## src/rtl/cwalk_fsm.sv

```systemverilog
// Crosswalk sequencer: steps main-street lights and pedestrian lamps, driving an external
// 4-bit interval timer through pe/p/ce and advancing on its terminal count tc.
module cwalk_fsm (
  input  logic       clk,
  input  logic       reset,
  input  logic       tick,
  input  logic       walk_btn,
  input  logic       tc,
  output logic       pe,
  output logic [3:0] p,
  output logic       ce,
  output logic       mg,
  output logic       my,
  output logic       mr,
  output logic       walk,
  output logic       dw,
  output logic [2:0] state
);

  typedef enum logic [2:0] {
    S_INIT  = 3'd0,
    S_GRN   = 3'd1,
    S_YEL   = 3'd2,
    S_ARED  = 3'd3,
    S_WALK  = 3'd4,
    S_FLASH = 3'd5
  } state_t;

  // Presets are 16 - duration so the timer reaches tc on the Nth tick.
  localparam logic [3:0] P_GRN   = 4'd4;
  localparam logic [3:0] P_YEL   = 4'd13;
  localparam logic [3:0] P_ARED  = 4'd14;
  localparam logic [3:0] P_WALK  = 4'd10;
  localparam logic [3:0] P_FLASH = 4'd11;

  state_t state_q, state_d;
  logic   req_q;
  logic   green_done_q;
  logic   flash_q;

  always_comb begin
    state_d = state_q;
    pe      = 1'b0;
    p       = 4'd0;
    ce      = 1'b0;
    case (state_q)
      S_INIT: begin
        pe      = 1'b1;
        p       = P_GRN;
        state_d = S_GRN;
      end
      S_GRN: begin
        // Once green has run its minimum, the timer is parked until a request arrives.
        ce = tick & ~green_done_q;
        if ((tc | green_done_q) & req_q) begin
          pe      = 1'b1;
          p       = P_YEL;
          state_d = S_YEL;
        end
      end
      S_YEL: begin
        ce = tick;
        if (tc) begin
          pe      = 1'b1;
          p       = P_ARED;
          state_d = S_ARED;
        end
      end
      S_ARED: begin
        ce = tick;
        if (tc) begin
          pe      = 1'b1;
          p       = P_WALK;
          state_d = S_WALK;
        end
      end
      S_WALK: begin
        ce = tick;
        if (tc) begin
          pe      = 1'b1;
          p       = P_FLASH;
          state_d = S_FLASH;
        end
      end
      S_FLASH: begin
        ce = tick;
        if (tc) begin
          pe      = 1'b1;
          p       = P_GRN;
          state_d = S_GRN;
        end
      end
      default: begin
        pe      = 1'b1;
        p       = P_GRN;
        state_d = S_INIT;
      end
    endcase
  end

  always_ff @(posedge clk) begin
    if (reset) begin
      state_q      <= S_INIT;
      req_q        <= 1'b0;
      green_done_q <= 1'b0;
      flash_q      <= 1'b0;
    end else begin
      state_q <= state_d;

      // The request is consumed as the walk phase starts; presses during WALK are dropped.
      if (state_q == S_ARED && tc)
        req_q <= 1'b0;
      else if (walk_btn && state_q != S_WALK)
        req_q <= 1'b1;

      if (state_q != S_GRN || pe)
        green_done_q <= 1'b0;
      else if (tc && !req_q)
        green_done_q <= 1'b1;

      if (state_q == S_WALK && tc)
        flash_q <= 1'b1;
      else if (state_q == S_FLASH && tick)
        flash_q <= ~flash_q;
    end
  end

  always_comb begin
    mg   = 1'b0;
    my   = 1'b0;
    mr   = 1'b0;
    walk = 1'b0;
    dw   = 1'b1;
    case (state_q)
      S_GRN:   mg = 1'b1;
      S_YEL:   my = 1'b1;
      S_WALK: begin
        mr   = 1'b1;
        walk = 1'b1;
        dw   = 1'b0;
      end
      S_FLASH: begin
        mr = 1'b1;
        dw = flash_q;
      end
      default: mr = 1'b1;
    endcase
  end

  assign state = state_q;

endmodule

```

## config.mk

```make
export PLATFORM = sky130hd
export DESIGN_NAME = cwalk_fsm
export DESIGN_NICKNAME = d
export VERILOG_FILES = /design/src/rtl/cwalk_fsm.sv
export SDC_FILE = /design/constraint.sdc
export NUM_CORES = 1
export LEC_CHECK = 0
export CORE_AREA = 2 2 39 41
export CTS_BUF_LIST = sky130_fd_sc_hd__clkbuf_4 sky130_fd_sc_hd__clkbuf_8
export CTS_CLUSTER_DIAMETER = 120
export DETAILED_ROUTE_END_ITERATION = 10
export DIE_AREA = 0 0 41 43
export PLACE_DENSITY = 0.7
export SETUP_SLACK_MARGIN = 0.3
export SLEW_MARGIN = 20
export SYNTH_ARGS = -nofsm -noshare
export SYNTH_HDL_FRONTEND = slang
export SYNTH_SLANG_ARGS = --single-unit
```

## constraint.sdc

```tcl
create_clock -name clk -period 1.9 [get_ports clk]
set_input_delay 0.285 -clock clk [delete_from_list [all_inputs] [get_ports clk]]
set_output_delay 0.285 -clock clk [all_outputs]
set_load 0.01 [all_outputs]
```

Yosys cells after proc, flatten, opt, wreduce, memory -nomap -nowiden
Index checks and enable logic that the tools add are counted.
{ "totals": {"output_inout_bits": 14, "elab_cells": 58, "input_bits": 5, "reg_bits": 6} }
{ "op_classes": {"n_eq_ne": 12, "n_mux": 23, "reduce_logical": 14, "n_bitwise": 5} }
{ "op_table": {"columns": ["op", "n"], "rows": [
  ["one-hot mux 4 bit (5 select lines)", 1],
  ["two-way mux 3 bit", 6],
  ["one-hot mux 3 bit (6 select lines)", 1],
  ["two-way mux 4 bit", 4],
  ["inequality test 2 bit, second input constant", 5],
  ["two-way mux 1 bit", 8],
  ["== test 3 x 2 -> 1 bit, second input constant", 2],
  ["== test 3 bit, second input constant", 2],
  ["one-hot mux 1 bit (2 select lines)", 3],
  ["OR reduction 2 bit", 3],
  ["logical AND 1 bit", 5],
  ["AND reduction 5 bit", 1],
  ["OR reduction 4 bit", 1],
  ["== test 3 x 1 -> 1 bit, second input constant", 1],
  ["logical NOT 3 bit", 1],
  ["inequality test 3 x 1 -> 1 bit, second input constant", 1],
  ["inequality test 3 bit, second input constant", 1],
  ["AND 1 bit", 2],
  ["NOT 1 bit", 2],
  ["nonzero test 2 bit", 1],
  ["logical NOT 1 bit", 1],
  ["logical OR 1 bit", 1],
  ["OR 1 bit", 1]
]} }

Longest topological paths before layout
Gate-level depths: netlist (run 1).
{ "depth": {"word_depth": 6, "depth_mapped": 4, "depth_no_buf": 3} }

Worst setup path before layout (run 1)
Ideal clock, no wire load.
{ "synth_path": {"kind": "reg-to-output", "start": "register state_q[2], in the netlist state[2]", "end": "output port p[3]", "path_slack_ns": 0.446, "path_buffers": 0, "t_required_ns": 1.615, "arrival_time_ns": 1.169, "path_stages_with_launch": 4, "cell_sequence": "dfxtp_1 inv_1 or3_1 o211ai_1"} }
{ "synth_via": {"elab_chain_cells": 2, "word_cells_on_any_way": 6} }
{ "synth_rtl": {"columns": ["item", "line", "text"], "rows": [
  ["from (decl)", "36", "state_t state_q, state_d;"],
  ["from (signal assigned)", "108", "state_q <= state_d;"],
  ["== test 3 bit, or another cell as far along", "46", "case (state_q)"],
  ["one-hot mux 4 bit (5 select lines) *", "46", null],
  ["to (decl)", "10", "output logic [3:0] p,"]
]} }
Every way passes the cells marked *; elsewhere a longest branch is shown, timed or not.

Worst setup path after layout (run 1)
Same ends and word-level chain as after synthesis.

==> results of run 1 <==
-- metal layers --
| metal | wire [um] | global-route usage |
|---|---|---|
| met4 | 31 | 0.120 |
| met3 | 94 | 0.0471 |
| met5 | 0 | 0 |
| met2 | 839 | 0.369 |
| met1 | 753 | 0.242 |
-- where the power goes --
group | total (W) | internal (W) | switching, W | leakage [nW]
clock network | 0.000125 | 0.0000719 | 0.0000527 | 0.0138
registers | 0.000140 | 0.000131 | 0.00000923 | 0.0518
logic | 0.000142 | 0.0000762 | 0.0000656 | 0.373
total | 0.000406 | 0.000279 | 0.000127 | 0.439
-- worst min-delay path by stage --
stage	slack, ns	endpoint	cells after the start
final	0.50	flash_q	2
after global routing	0.53	flash_q	2
after CTS	0.51	flash_q	2
after detailed placement	0.50	flash_q	2
after global placement	0.49	flash_q	2
after floorplan	0.35	state[1]	1
-- critical path: cells and delay by family, from the launching register on --
| family | cells | cell delay [ns] |
|---|---|---|
| flops | 1 | 0.39 |
| simple gates | 1 | 0.37 |
| buf+inv | 2 | 0.21 |
| compound gates | 1 | 0.16 |
-- synthesized netlist by cell type (2+ instances only) --
cell type / instances
buf_2: 2
nand2_1: 10
dfxtp_1: 6
or3_1: 3
nor2_1: 4
o211ai_1: 2
buf_4: 2
o21ai_0: 4
inv_1: 4
and2b_1: 3
nor3b_1: 2
nor2b_1: 4
nand3_1: 2
a21oi_1: 4
-- sequential cells by signal, summed over array words and instances (netlist names) --
signal        cells
state             3
flash_q           1
green_done_q      1
req_q             1
-- layout make-up --
class                   instances  area share
clock buffers                   3      0.0257
repair buffers                 40       0.370
flip-flops and latches          6       0.153
inverters                       4      0.0200
well taps                      16      0.0229
multi-input cells              53       0.409
-- what timing repair did --
action / 4_1_cts / 5_1_grt
gates resized for setup: 37 / 24
setup endpoints to repair: 14 / 11
buffers inserted: 4 / 4
pin swaps: 0 / 4
-- layout by cell type (no fill, tap or decap), types with 3 or more instances in the layout --
cell,count
a21oi_1,3
and2b_1,3
buf_2,8
buf_4,18
buf_6,4
clkbuf_4,3
clkdlybuf4s50_1,3
dfxtp_4,3
dlygate4sd2_1,3
dlymetal6s2s_1,3
inv_1,3
nand2_1,9
nor2_1,4
nor2b_1,4
o21ai_0,4
-- cell families after synthesis --
| group | after synthesis | synth area share |
|---|---|---|
| and+or+nand+nor | 34 | 0.385 |
| AOI/OAI and AO/OA | 18 | 0.252 |
| buffers and inverters | 9 | 0.103 |
| DFF | 6 | 0.242 |
| xor gates and xnor gates | 1 | 0.0176 |
-- per-stage QoR --
| stage | cell area (um^2) | hold slack, ns |
|---|---|---|
| 2_1_floorplan | 497 | 0.350 |
| 3_3_place_gp | 766 | 0.485 |
| 3_5_place_dp | 766 | 0.497 |
| 4_1_cts | 825 | 0.507 |
| 5_1_grt | 876 | 0.529 |
| 6_report | 876 | 0.503 |
==> impl_metrics.yaml, run 1 <==
synth:
  yosys_warnings: 0
  ys.flop_type: "dfxtp_1"
  async_reset_ff_frac: 0
  netlist_instances: 68
  synth_cell_types: 30
  yosysTopAreaCell: "dfxtp_1"
  synthesis.nets: 73
  synth-seq-cells: 6
  ys_seq_area_frac: 0.242
  netlist_area_um2: 497
  avgSynthCellArea_um2: 7.30
  synth-edff-count: 0
  ys_top_cells_by_area: "dfxtp_1, nand2_1, nor2b_1"
  synth_top_cell_area_share: 0.242
timing:
  tightestPinTransition_ns: 0.222
  finalSetupViolCount: 0
  finalCriticalPeriod_ns: 1.66
  final_hold_viol_count: 0
  rsz0062_at_grt: "yes"
  fin_skew_ns: 0.00885
  min_period_over_period: 0.873
  slew_headroom: 0.850
  final_max_slew_viol_count: 0
  max_clock_freq_mhz: 603
  setup_ws_ns: 0.242
  fin_setup_tns_ns: 0
setup_path:
  r2r_end: "flash_q"
  cp_slowest_cell: "dfxtp_4"
  worstPathCellList: "inv_4 -> or3_4 -> o211ai_1 -> buf_2"
  worst_path_largest_cell_delay_ns: 0.39
  r2r_cells: 5
  r2r_slack_ns: 0.62
  worstPathArrival_ns: 1.37
  endpoint: "p[3]"
  cp.required_ns: 1.62
  crit_type: "flop to output port"
  worstPathMaxFanout: 6
  crit_path_end_kind: "output port"
  r2r-start: "state[1]"
  critPathLaunch: "state[2]"
  startpoint_type: "flop"
job:
  cap_viol_max_count: 0
power_and_ir_drop:
  vdd_drop_max_v: 0.000380
  total_power_w: 0.000406
  power_density_nw_per_um2: 464
  leakage_nw: 0.439
worst_hold_path:
  hp-class: "flop to flop"
  hold_start: "flash_q"
place:
  gp_congestion: 0.760
  dp_slack_ns: -0.362
  io_buffers: 18
  dp.cells: 111
  hpwl_mm: 1.10
layout:
  multi_input_area_um2: 358
  post-route-util: 0.633
  instances_no_fill: 122
  drive_above_1_share: 0.434
  diodes: 0
  seq_area_um2: 134
  fillers: 129
  syn_to_final_growth_pct: 76.3
  nNetsFinal: 113
clock_tree:
  cts_buffer_depth: 2
  cts.sinks: 6
  root_buffer: "clkbuf_4"
  htreeDepth: 1
  numCtsBuffers: 3
  cts_tree: "done"
  clock_latency_ns: 0.25
  clk_pin_slew_ns: 0.05
  hold_buffers: 0
global_route:
  grt_use_total: 0.221
  grt_max_degree: 8
  grt_pass1_wl_mm: 2.57
  antenna_found_initial: 0
  grt-ovfl-total: 0
  grt_pass1_vias: 582
routing:
  drc: 0
  drt_iter0_markers: 12
  routed_via_density: 5.30
  ant_nets: 0
  firstDrtPassIters: 4
  wl_per_cell_um: 14.1
  vias: 646
  routed_wl_mm: 1.72
die:
  die_y_um: 43
  design.die.area_um2: 1760
  coreArea_um2: 1380
  die_w_um: 41
  io_pins: 19
  start_util: 0.359
  row_count: 14
status:
  status: "completed"
No activity file was read; power rests on OpenSTA's default activity.
==> inputs of run 2 (changes only) <==
--- a/config.mk
+++ b/config.mk
@@ -10,6 +10,7 @@
 export CTS_CLUSTER_DIAMETER = 120
 export DETAILED_ROUTE_END_ITERATION = 10
 export DIE_AREA = 0 0 41 43
+export MAX_ROUTING_LAYER = met4
 export PLACE_DENSITY = 0.7
 export SETUP_SLACK_MARGIN = 0.3
 export SLEW_MARGIN = 20
==> impl_metrics.yaml, run 2 (synthesis results as in run 1) <==
setup_path:
  worstPathMaxFanout: 6
  worstPathArrival_ns: 1.36
  startpoint_type: "flop"
  crit_type: "flop to output port"
  r2r-start: "state[1]"
  crit_path_end_kind: "output port"
  cp.required_ns: 1.62
  r2r_end: "flash_q"
  r2r_cells: 5
  r2r_slack_ns: 0.62
  endpoint: "p[3]"
  critPathLaunch: "state[2]"
routing:
  wl_per_cell_um: 14.0
  route.top_layer_used: "met4"
  drt_iter0_markers: 7
  met1_length_um: 773
  ant_nets: 0
  firstDrtPassIters: 4
  routed_wl_mm: 1.71
  met3_length_um: 62
  dr_wl_met2_um: 856
  routed_via_density: 5.20
  vias: 634
  drc: 0
global_route:
  grt_use_total: 0.227
  grt_pass1_vias: 582
  grt_max_degree: 8
  grt-ovfl-total: 0
  antenna_found_initial: 0
  grt_pass1_wl_mm: 2.56
timing:
  whs_ns: 0.503
  slew_headroom: 0.852
  min_period_over_period: 0.868
  fin_skew_ns: 0.00884
  tightestPinTransition_ns: 0.219
  final_max_slew_viol_count: 0
  rsz0062_at_grt: "yes"
  finalCriticalPeriod_ns: 1.65
  final_hold_viol_count: 0
  max_clock_freq_mhz: 606
  finalSetupViolCount: 0
  setup_ws_ns: 0.251
layout:
  drive_above_1_share: 0.434
  nNetsFinal: 113
  final_cell_mix: "buf_4, nand2_1, buf_2"
  largest_register_ffs: 3
  syn_to_final_growth_pct: 76.3
  fillers: 129
  mostFrequentLayoutCell: "buf_4"
  diodes: 0
place:
  io_buffers: 18
  gp_congestion: 0.770
  dp_slack_ns: -0.362
  hpwl_mm: 1.10
clock_tree:
  cts_tree: "done"
  cts_buffer_depth: 2
  clk_pin_slew_ns: 0.05
  root_buffer: "clkbuf_4"
  hold_buffers: 0
  numCtsBuffers: 3
  clock_latency_ns: 0.25
  htreeDepth: 1
  cts.sinks: 6
die:
  die_y_um: 43
  start_util: 0.359
  die_w_um: 41
  coreArea_um2: 1380
  io_pins: 19
  row_count: 14
  design.die.area_um2: 1760
worst_hold_path:
  hold_start: "flash_q"
  hold_depth: 2
  hp-class: "flop to flop"
power_and_ir_drop:
  power_density_nw_per_um2: 463
  vdd_drop_max_v: 0.000380
  leakage_nw: 0.439
status:
  status: "completed"
job:
  cap_viol_max_count: 0
[run 2: cell counts in the layout (fill, tap and decap cells not counted)]
Identical to the previous run, type by type.
[run 2: per-layer routing]
layer  track usage  vias to the layer above
met5             -                        -
met4         0.120                        0
met3        0.0471                        2
met2         0.369                       16
met1         0.242                      296
li1              -                      320
[run 2: power by group]
group | internal [W] | switching [W]
sequential | 0.000131 | 0.00000935
clock | 0.0000719 | 0.0000522
combinational | 0.0000762 | 0.0000655
total | 0.000279 | 0.000127
[run 2: worst min-delay path by stage]
| stage | endpoint |
|---|---|
| 6_report | flash_q |
| 5_1_grt | flash_q |
| 4_1_cts | flash_q |
| 3_5_place_dp | flash_q |
| 3_3_place_gp | flash_q |
| 2_1_floorplan | state[1] |
[run 2: timing repair]
action                     4_1_cts  5_1_grt
setup endpoints to repair       14       11
pin swaps                        0        4
resized for setup               37       24
cloned                           0        0
setup buffers                    4        4
[run 2: worst max-delay path, cell delays in order, from the launching register on]
cell and delay [ns]:
dfxtp_4 0.39, inv_4 0.05, or3_4 0.37, o211ai_1 0.16, buf_2 0.16
[run 2: layout make-up]
type	instances	area, um^2	share of cell area
clock buffer	3	22.5	0.0257
inverter	4	17.5	0.0200
multi-input combinational	53	358	0.409
sequential	6	134	0.153
tap	16	20.0	0.0229
timing repair buffer	40	324	0.370
[run 2: stage by stage]
step	cells	TNS, ns	power, W	util	area (um^2)
2_1_floorplan	68	0	0.000210	-	497
5_1_grt	122	0	0.000429	0.633	876
4_1_cts	118	0	0.000404	0.596	825
3_5_place_dp	111	-1.35	0.000285	0.553	766
6_report	122	0	0.000406	0.633	876
3_3_place_gp	111	-1.20	0.000284	0.553	766
